`src/rtl/masked_aes_pkg.sv`:
```
// rtl/masked_aes_pkg.sv - shared types and constants for the masked ShiftRows buffer
// Contents: byte_t, bank_state_e (EMPTY/FILLING/FULL/DRAINING), NBYTES,
// SHIFTROWS_IDX (output position j -> stored byte index).
package masked_aes_pkg;

  typedef logic [7:0] byte_t;

  typedef enum logic [1:0] {
    EMPTY,
    FILLING,
    FULL,
    DRAINING
  } bank_state_e;

  localparam int NBYTES = 16;

  localparam logic [3:0] LAST_IDX = 4'(NBYTES - 1);

  // Entry j holds r+4((c+r) mod 4) for j=r+4c; entry 0 is the least significant nibble.
  localparam logic [NBYTES-1:0][3:0] SHIFTROWS_IDX = {
    4'd11, 4'd6, 4'd1, 4'd12, 4'd7, 4'd2, 4'd13, 4'd8,
    4'd3, 4'd14, 4'd9, 4'd4, 4'd15, 4'd10, 4'd5, 4'd0
  };

endpackage

```
`src/rtl/masked_shiftrows_buf_if.sv`:
```
// rtl/masked_shiftrows_buf_if.sv - byte stream interface of the masked ShiftRows buffer
// Input side: m0, m1, in_data, in_valid, in_ready.
// Output side: out_data, out_valid, out_ready, out_m0, out_m1, out_last.
// master = upstream/downstream environment, slave = the buffer.
import masked_aes_pkg::*;

interface masked_shiftrows_buf_if;
  logic  m0;
  logic  m1;
  byte_t in_data;
  logic  in_valid;
  logic  in_ready;
  byte_t out_data;
  logic  out_valid;
  logic  out_ready;
  logic  out_m0;
  logic  out_m1;
  logic  out_last;

  modport master (
    output m0, m1, in_data, in_valid, out_ready,
    input  in_ready, out_data, out_valid, out_m0, out_m1, out_last
  );

  modport slave (
    input  m0, m1, in_data, in_valid, out_ready,
    output in_ready, out_data, out_valid, out_m0, out_m1, out_last
  );
endinterface

```
`src/rtl/masked_state_bank.sv`:
```
// rtl/masked_state_bank.sv - one 16-byte bank with mask register and fill/drain state
// Ports: clk, rst_n (async, active-low); wr_en/wptr/wr_data/wr_m0/wr_m1 write side;
// rd_en/rptr read side; rd_data (ShiftRows-ordered byte), m0/m1 (block mask),
// can_write (EMPTY or FILLING), can_read (FULL or DRAINING).
import masked_aes_pkg::*;

module masked_state_bank #(
  parameter bit ZERO_ON_DRAIN = 1'b1
) (
  input  logic       clk,
  input  logic       rst_n,
  input  logic       wr_en,
  input  logic [3:0] wptr,
  input  byte_t      wr_data,
  input  logic       wr_m0,
  input  logic       wr_m1,
  input  logic       rd_en,
  input  logic [3:0] rptr,
  output byte_t      rd_data,
  output logic       m0,
  output logic       m1,
  output logic       can_write,
  output logic       can_read
);

  bank_state_e state, state_next;
  byte_t       mem [NBYTES];
  logic [3:0]  rd_idx;

  assign rd_idx  = SHIFTROWS_IDX[rptr];
  assign rd_data = mem[rd_idx];

  always_ff @(posedge clk or negedge rst_n) begin
    if (!rst_n) state <= EMPTY;
    else        state <= state_next;
  end

  always_comb begin
    state_next = state;
    case (state)
      EMPTY:    if (wr_en) state_next = (wptr == LAST_IDX) ? FULL : FILLING;
      FILLING:  if (wr_en && wptr == LAST_IDX) state_next = FULL;
      FULL:     if (rd_en) state_next = (rptr == LAST_IDX) ? EMPTY : DRAINING;
      DRAINING: if (rd_en && rptr == LAST_IDX) state_next = EMPTY;
      default:  state_next = EMPTY;
    endcase
  end

  always_comb begin
    can_write = (state == EMPTY) || (state == FILLING);
    can_read  = (state == FULL) || (state == DRAINING);
  end

  // A bank is never written and read in the same cycle (write needs EMPTY/FILLING,
  // read needs FULL/DRAINING), so the write and the drain clear cannot collide.
  always_ff @(posedge clk or negedge rst_n) begin
    if (!rst_n) begin
      for (int i = 0; i < NBYTES; i++) mem[i] <= '0;
      m0 <= 1'b0;
      m1 <= 1'b0;
    end else begin
      if (wr_en) begin
        mem[wptr] <= wr_data;
        if (wptr == 4'd0) begin
          m0 <= wr_m0;
          m1 <= wr_m1;
        end
      end
      if (ZERO_ON_DRAIN && rd_en) mem[rd_idx] <= '0;
    end
  end

endmodule

```
`src/rtl/masked_shiftrows_buf.sv`:
```
// rtl/masked_shiftrows_buf.sv - ping-pong buffer applying ShiftRows to a masked byte stream
// Ports: clk, rst_n (async, active-low), bus (slave modport): column-major masked
// bytes with block mask bits in, ShiftRows-ordered bytes with mask metadata and
// out_last out. Data is only moved, never combined with the mask bits.
import masked_aes_pkg::*;

module masked_shiftrows_buf #(
  parameter bit ZERO_ON_DRAIN = 1'b1
) (
  input  logic                        clk,
  input  logic                        rst_n,
  masked_shiftrows_buf_if.slave       bus
);

  logic       wsel, rsel;
  logic [3:0] wptr, rptr;
  logic [1:0] can_write, can_read, bank_m0, bank_m1;
  byte_t      bank_rd_data [2];
  logic       in_ready, out_valid, in_fire, out_fire;

  // rst_n gating keeps in_ready low for the whole reset interval.
  assign in_ready  = rst_n & can_write[wsel];
  assign out_valid = can_read[rsel];
  assign in_fire   = bus.in_valid & in_ready;
  assign out_fire  = out_valid & bus.out_ready;

  for (genvar b = 0; b < 2; b++) begin : g_bank
    masked_state_bank #(
      .ZERO_ON_DRAIN(ZERO_ON_DRAIN)
    ) u_bank (
      .clk       (clk),
      .rst_n     (rst_n),
      .wr_en     (in_fire && (wsel == 1'(b))),
      .wptr      (wptr),
      .wr_data   (bus.in_data),
      .wr_m0     (bus.m0),
      .wr_m1     (bus.m1),
      .rd_en     (out_fire && (rsel == 1'(b))),
      .rptr      (rptr),
      .rd_data   (bank_rd_data[b]),
      .m0        (bank_m0[b]),
      .m1        (bank_m1[b]),
      .can_write (can_write[b]),
      .can_read  (can_read[b])
    );
  end

  always_ff @(posedge clk or negedge rst_n) begin
    if (!rst_n) begin
      wptr <= '0;
      wsel <= 1'b0;
    end else if (in_fire) begin
      wptr <= wptr + 4'd1;
      if (wptr == LAST_IDX) wsel <= ~wsel;
    end
  end

  always_ff @(posedge clk or negedge rst_n) begin
    if (!rst_n) begin
      rptr <= '0;
      rsel <= 1'b0;
    end else if (out_fire) begin
      rptr <= rptr + 4'd1;
      if (rptr == LAST_IDX) rsel <= ~rsel;
    end
  end

  // Outputs are forced to zero when nothing is draining so no stale byte is visible.
  always_comb begin
    bus.in_ready  = in_ready;
    bus.out_valid = out_valid;
    bus.out_data  = out_valid ? bank_rd_data[rsel] : '0;
    bus.out_m0    = out_valid & bank_m0[rsel];
    bus.out_m1    = out_valid & bank_m1[rsel];
    bus.out_last  = out_valid & (rptr == LAST_IDX);
  end

endmodule

```
`src/flat_wrapper.sv`:
```
// flat-port wrapper written by rule: the top's interface ports become plain ports
module masked_shiftrows_buf_flat 
#(
  parameter bit ZERO_ON_DRAIN = 1'b1
)
  (clk, rst_n, bus_m0, bus_m1, bus_in_data, bus_in_valid, bus_out_ready, bus_in_ready, bus_out_data, bus_out_valid, bus_out_m0, bus_out_m1, bus_out_last);
  masked_shiftrows_buf_if bus_i ();
  input  logic clk;
  input  logic rst_n;
  input wire logic [$bits(bus_i.m0)-1:0] bus_m0;
  input wire logic [$bits(bus_i.m1)-1:0] bus_m1;
  input wire logic [$bits(bus_i.in_data)-1:0] bus_in_data;
  input wire logic [$bits(bus_i.in_valid)-1:0] bus_in_valid;
  input wire logic [$bits(bus_i.out_ready)-1:0] bus_out_ready;
  output wire logic [$bits(bus_i.in_ready)-1:0] bus_in_ready;
  output wire logic [$bits(bus_i.out_data)-1:0] bus_out_data;
  output wire logic [$bits(bus_i.out_valid)-1:0] bus_out_valid;
  output wire logic [$bits(bus_i.out_m0)-1:0] bus_out_m0;
  output wire logic [$bits(bus_i.out_m1)-1:0] bus_out_m1;
  output wire logic [$bits(bus_i.out_last)-1:0] bus_out_last;
  assign bus_i.m0 = bus_m0;
  assign bus_i.m1 = bus_m1;
  assign bus_i.in_data = bus_in_data;
  assign bus_i.in_valid = bus_in_valid;
  assign bus_i.out_ready = bus_out_ready;
  assign bus_in_ready = bus_i.in_ready;
  assign bus_out_data = bus_i.out_data;
  assign bus_out_valid = bus_i.out_valid;
  assign bus_out_m0 = bus_i.out_m0;
  assign bus_out_m1 = bus_i.out_m1;
  assign bus_out_last = bus_i.out_last;
  masked_shiftrows_buf #(.ZERO_ON_DRAIN(ZERO_ON_DRAIN)) u_core (.clk(clk), .rst_n(rst_n), .bus(bus_i));
endmodule
```
`config.mk`:
```
export PLATFORM = sky130hd
export DESIGN_NAME = masked_shiftrows_buf_flat
export DESIGN_NICKNAME = d
export VERILOG_FILES = /design/src/rtl/masked_aes_pkg.sv /design/src/rtl/masked_shiftrows_buf_if.sv /design/src/rtl/masked_state_bank.sv /design/src/rtl/masked_shiftrows_buf.sv /design/src/flat_wrapper.sv
export SDC_FILE = /design/constraint.sdc
export NUM_CORES = 1
export LEC_CHECK = 0
export BUFFER_PORTS_ARGS = -buffer_cell sky130_fd_sc_hd__buf_4
export CAP_MARGIN = 20
export CORE_MARGIN = 1
export CORE_UTILIZATION = 40
export CTS_CLUSTER_DIAMETER = 30
export CTS_CLUSTER_SIZE = 25
export DETAILED_ROUTE_END_ITERATION = 10
export GPL_TIMING_DRIVEN = 0
export PLACE_DENSITY_LB_ADDON = 0.05
export SYNTH_ARGS = -nofsm -noshare
export SYNTH_HDL_FRONTEND = slang
export SYNTH_SLANG_ARGS = --single-unit
export TNS_END_PERCENT = 30
```
`constraint.sdc`:
```
create_clock -name clk -period 4.9 [get_ports clk]
set_input_delay 0.245 -clock clk [delete_from_list [all_inputs] [get_ports clk]]
set_output_delay 0.245 -clock clk [all_outputs]
set_load 0.1 [all_outputs]
```
==> run metrics <==
status=completed; P_leak=between 7 and 8 nW; min-delay worst type=input pin to asynchronous set/reset pin; slowest stage cell, crit path=xnor2_2; GR Overflow Total=0; first-pass GRT wire length=slightly above 80000 um; critical path required time=approximately 4.7 ns; CP Cell Sequence=buf_4, buf_4, buf_4, inv_1, ha_1, mux2i_1, xnor2_2, clkbuf_1, a21oi_1, o22ai_1, buf_4; final hold violation count=0; Netlist cell types=43; Syn-to-layout area delta=27.7%; Placed Area=~15000 sq um; DR iter-0 viols=~1200; ant diodes=0; # port buffers=26; Post-Syn Nets=1429; Avg Vias per Cell=about 6; Row Count=67; Arr. time, crit path=between 4 and 5 ns; worst-path maximum fanout=10; antenna violations before repair=0; vias=12006; register clock-pin slew on the reported worst setup and hold paths=approximately 0.040 ns; fin area=17600 sq um; die footprint=between 30000 and 40000 sq um; Tot Pwr=about 13 mW; post_cts resized=0; I/O pins=27; Final Slew Violations=0; GRT Total Usage=a little under a third; Clk Latency, worst-skew pair=0.59 ns; synth warn=0; final setup vio count=0; CTS Buf Count=80; pwr dens=approximately 720 nW/um^2; Syn Area/Cell=approximately 9.8 sq um; Post-DP HPWL=37200 um; gp weighted congestion=0.936; vias in the first global route=between 10000 and 15000; fin crit period=between 4 and 5 ns; Crit path largest cell delay=approximately 0.63 ns; Buf/Inv on CP=6; Top delay family on crit path=buffers and inverters; Hold WS=roughly 0.2 ns; P_sw=between 4 and 5 mW; sequential fraction of the synthesis area=49.5%; R2R setup slack=about 1.4 ns; register bit total from synthesis=approximately 270; unrepaired setup endpoints after global routing=no; cell taking the most area after synthesis=dfrtp_1; residual DRC count=0; Worst Slack Setup Final=roughly 0.16 ns; Reg2Reg Depth=10; final wirelength=roughly 54000 um; Core Region=around 34000 sq um; clk buf depth=3; fmax=about 210 MHz; largest net degree at the start of global routing=about 110; CTS tree=done; Die W=~190 um; Worst R2R Start=u_core.rptr[0]; WS Path Type=flop to primary output; clock sinks=272; Non-Filler Instances=approximately 2000; pre-CTS setup slack=0.618 ns; # fillers=around 3100; largest cells by area after synthesis=dfrtp_1 49%, mux4_2 11%, a21oi_1 8.2%; Crit path top cell by count=buf_4; DRT Pass-1 Iters=7; Layout Nets=roughly 1600; number of placed cells counting well taps=1886; worst reg2reg path endpoint=u_core.g_bank[0].u_bank.mem[70]; share of cells above drive strength 1=between 10% and 20%; CP Launch Type=flop; Tcrit/Tclk final=a little over nine tenths; H-tree depth=3; Worst-Margin Slew=about 1.1 ns; Netlist Area Pre-Place=approximately 14000 sq um; Net Sw Frac=about 36%; Clk Tree Root Cell=clkbuf_16; Seq pwr share=between 20% and 30%; wire per inst=26.4 um; max-cap violation count=0; internal power=between 8 and 9 mW; die height=between 150 and 200 um; Setup Skew=0.0153 ns; Comb power frac=around a third; Crit. End Element=primary output; Starting Density=around two fifths; synthesized instance count=1407; post-CTS setup buffer count=0; top cell type's share of synthesized area=around half; Slew headroom=approximately 30%; Clock power frac=between 40% and 50%; post-route ant nets=0; worst vdd ir=0.000388 V
==> synthesized netlist by cell type <==
cell and instances:
a31oi_4 1, o22a_1 3, nor2_2 12, xor2_2 1, and4b_1 1, nand2_1 279
nand2b_1 2, inv_1 5, and4bb_2 1, mux2_2 5, o22ai_1 5, o21a_1 1
xnor2_1 8, mux2i_1 62, buf_6 1, nand3_1 211, xnor2_2 1, nor2_1 81
a211oi_1 1, xor2_1 3, buf_2 30, ha_1 8, a31oi_2 1, clkbuf_1 69
mux4_1 2, buf_1 2, and2_1 10, clkbuf_2 1, mux4_2 65, o21ai_1 1
a21oi_1 226, nor3b_1 2, a21o_1 2, o21ai_0 1, and4_1 3, dfrtp_1 272
o221ai_1 3, and3_1 2, a22oi_1 2, nand4_1 2, nor2b_1 7, buf_4 9
nor3_1 3
==> final cells by class <==
type,instances,area (sq um),area share (%)
Clock buffer,105,2260,12.9
Multi-Input combinational cell,1018,6430,36.6
Buffer,111,497,2.83
Inverter,5,18.8,0.107
Tap cell,448,561,3.19
Sequential cell,272,6810,38.8
Timing Repair Buffer,43,424,2.42
Clock inverter,41,566,3.22
==> per-layer routing <==
layer	global-route usage, %	share of wire (%)	up-vias
met5	0	0	-
met4	12.8	3.3	0
met3	7.82	7.5	97
met2	47.8	46	496
met1	42.9	43	6189
li1	-	-	5224
==> per-stage QoR <==
| stage | TNS, ns | util [%] |
|---|---|---|
| detailed placement | 0 | 43.4 |
| CTS | 0 | 52.1 |
| global placement | -24.84 | 43.1 |
| floorplan | 0 | - |
| global route | 0 | 52.1 |
| finish | 0 | 52.1 |
==> flip-flops by register name (all words and copies together) (netlist names) <==
| signal | count |
|---|---|
| u_core.g_bank.u_bank.mem | 256 |
| u_core.rsel | 1 |
| u_core.g_bank.u_bank.m0 | 2 |
| u_core.wsel | 1 |
| u_core.wptr | 4 |
| u_core.g_bank.u_bank.state | 2 |
| u_core.g_bank.u_bank.m1 | 2 |
| u_core.rptr | 4 |
==> timing repair <==
action,in CTS,in global routing
endpoints found under the setup margin,4,0
endpoints found under the hold margin,90,0
hold buffers,11,0
==> worst register-to-register path, cell delays in order, from the launching register on <==
cell	delay, ns
dfrtp_1	0.48
buf_4	0.28
buf_4	0.30
buf_4	0.31
inv_1	0.10
ha_1	0.37
xnor2_1	0.31
a22oi_1	0.18
buf_2	0.24
nor2_1	0.67
a21oi_1	0.10
==> power groups by stage <==
stage,combinational (mW),sequential [mW],clock (mW)
2_1_floorplan,2.72,3.18,0
5_1_grt,4.24,3.39,5.58
3_3_place_gp,3.90,3.32,0
4_1_cts,3.96,3.31,5.44
3_5_place_dp,3.94,3.33,0
6_report,4.01,3.32,5.39
==> cells by family (layout without fill, tap and decap cells) <==
family,Yosys count,count (layout),synth area share [%]
buffers and inverters,117,305,3.77
muxes,134,134,15.9
adders and majority gates,8,8,0.728
xor gates and xnor gates,13,13,0.937
AOI/OAI and AO/OA,247,247,9.48
and+or+nand+nor,616,616,19.7
DFF,272,272,49.5
==> cell usage in the layout, fill, tap and decap left out, types with 3 or more instances in the layout <==
master and instances:
buf_8 4, mux4_2 65, and4_1 3, mux2_2 5, bufinv_16 11, clkinv_2 12, dfrtp_1 272, inv_1 5
buf_4 34, nand3_1 211, clkbuf_1 80, dlygate4sd3_1 11, mux2i_1 62, nand2_1 279, clkbuf_8 12, xor2_1 3
xnor2_1 8, o22a_1 3, nor2_1 81, nor3_1 3, o221ai_1 3, clkbuf_16 82, inv_6 4, nor2_2 12
and2_1 10, nor2b_1 7, buf_2 30, a21oi_1 226, ha_1 8, o22ai_1 5, clkinvlp_4 10
==> how the worst max path moves through the flow <==
stage	from	end	slack (ns)	depth (start not counted)
5_1_grt	u_core.rptr[0]	bus_out_data[3]	0.03	12
3_5_place_dp	u_core.rptr[1]	bus_out_data[0]	0.62	11
2_1_floorplan	u_core.rptr[1]	bus_out_data[0]	0.80	10
3_3_place_gp	rst_n	u_core.g_bank[1].u_bank.mem[88]	-0.40	6
6_report	u_core.rptr[0]	bus_out_data[4]	0.16	11
4_1_cts	u_core.rptr[0]	bus_out_data[0]	0.19	11
Power figures use the tool's default switching activity.
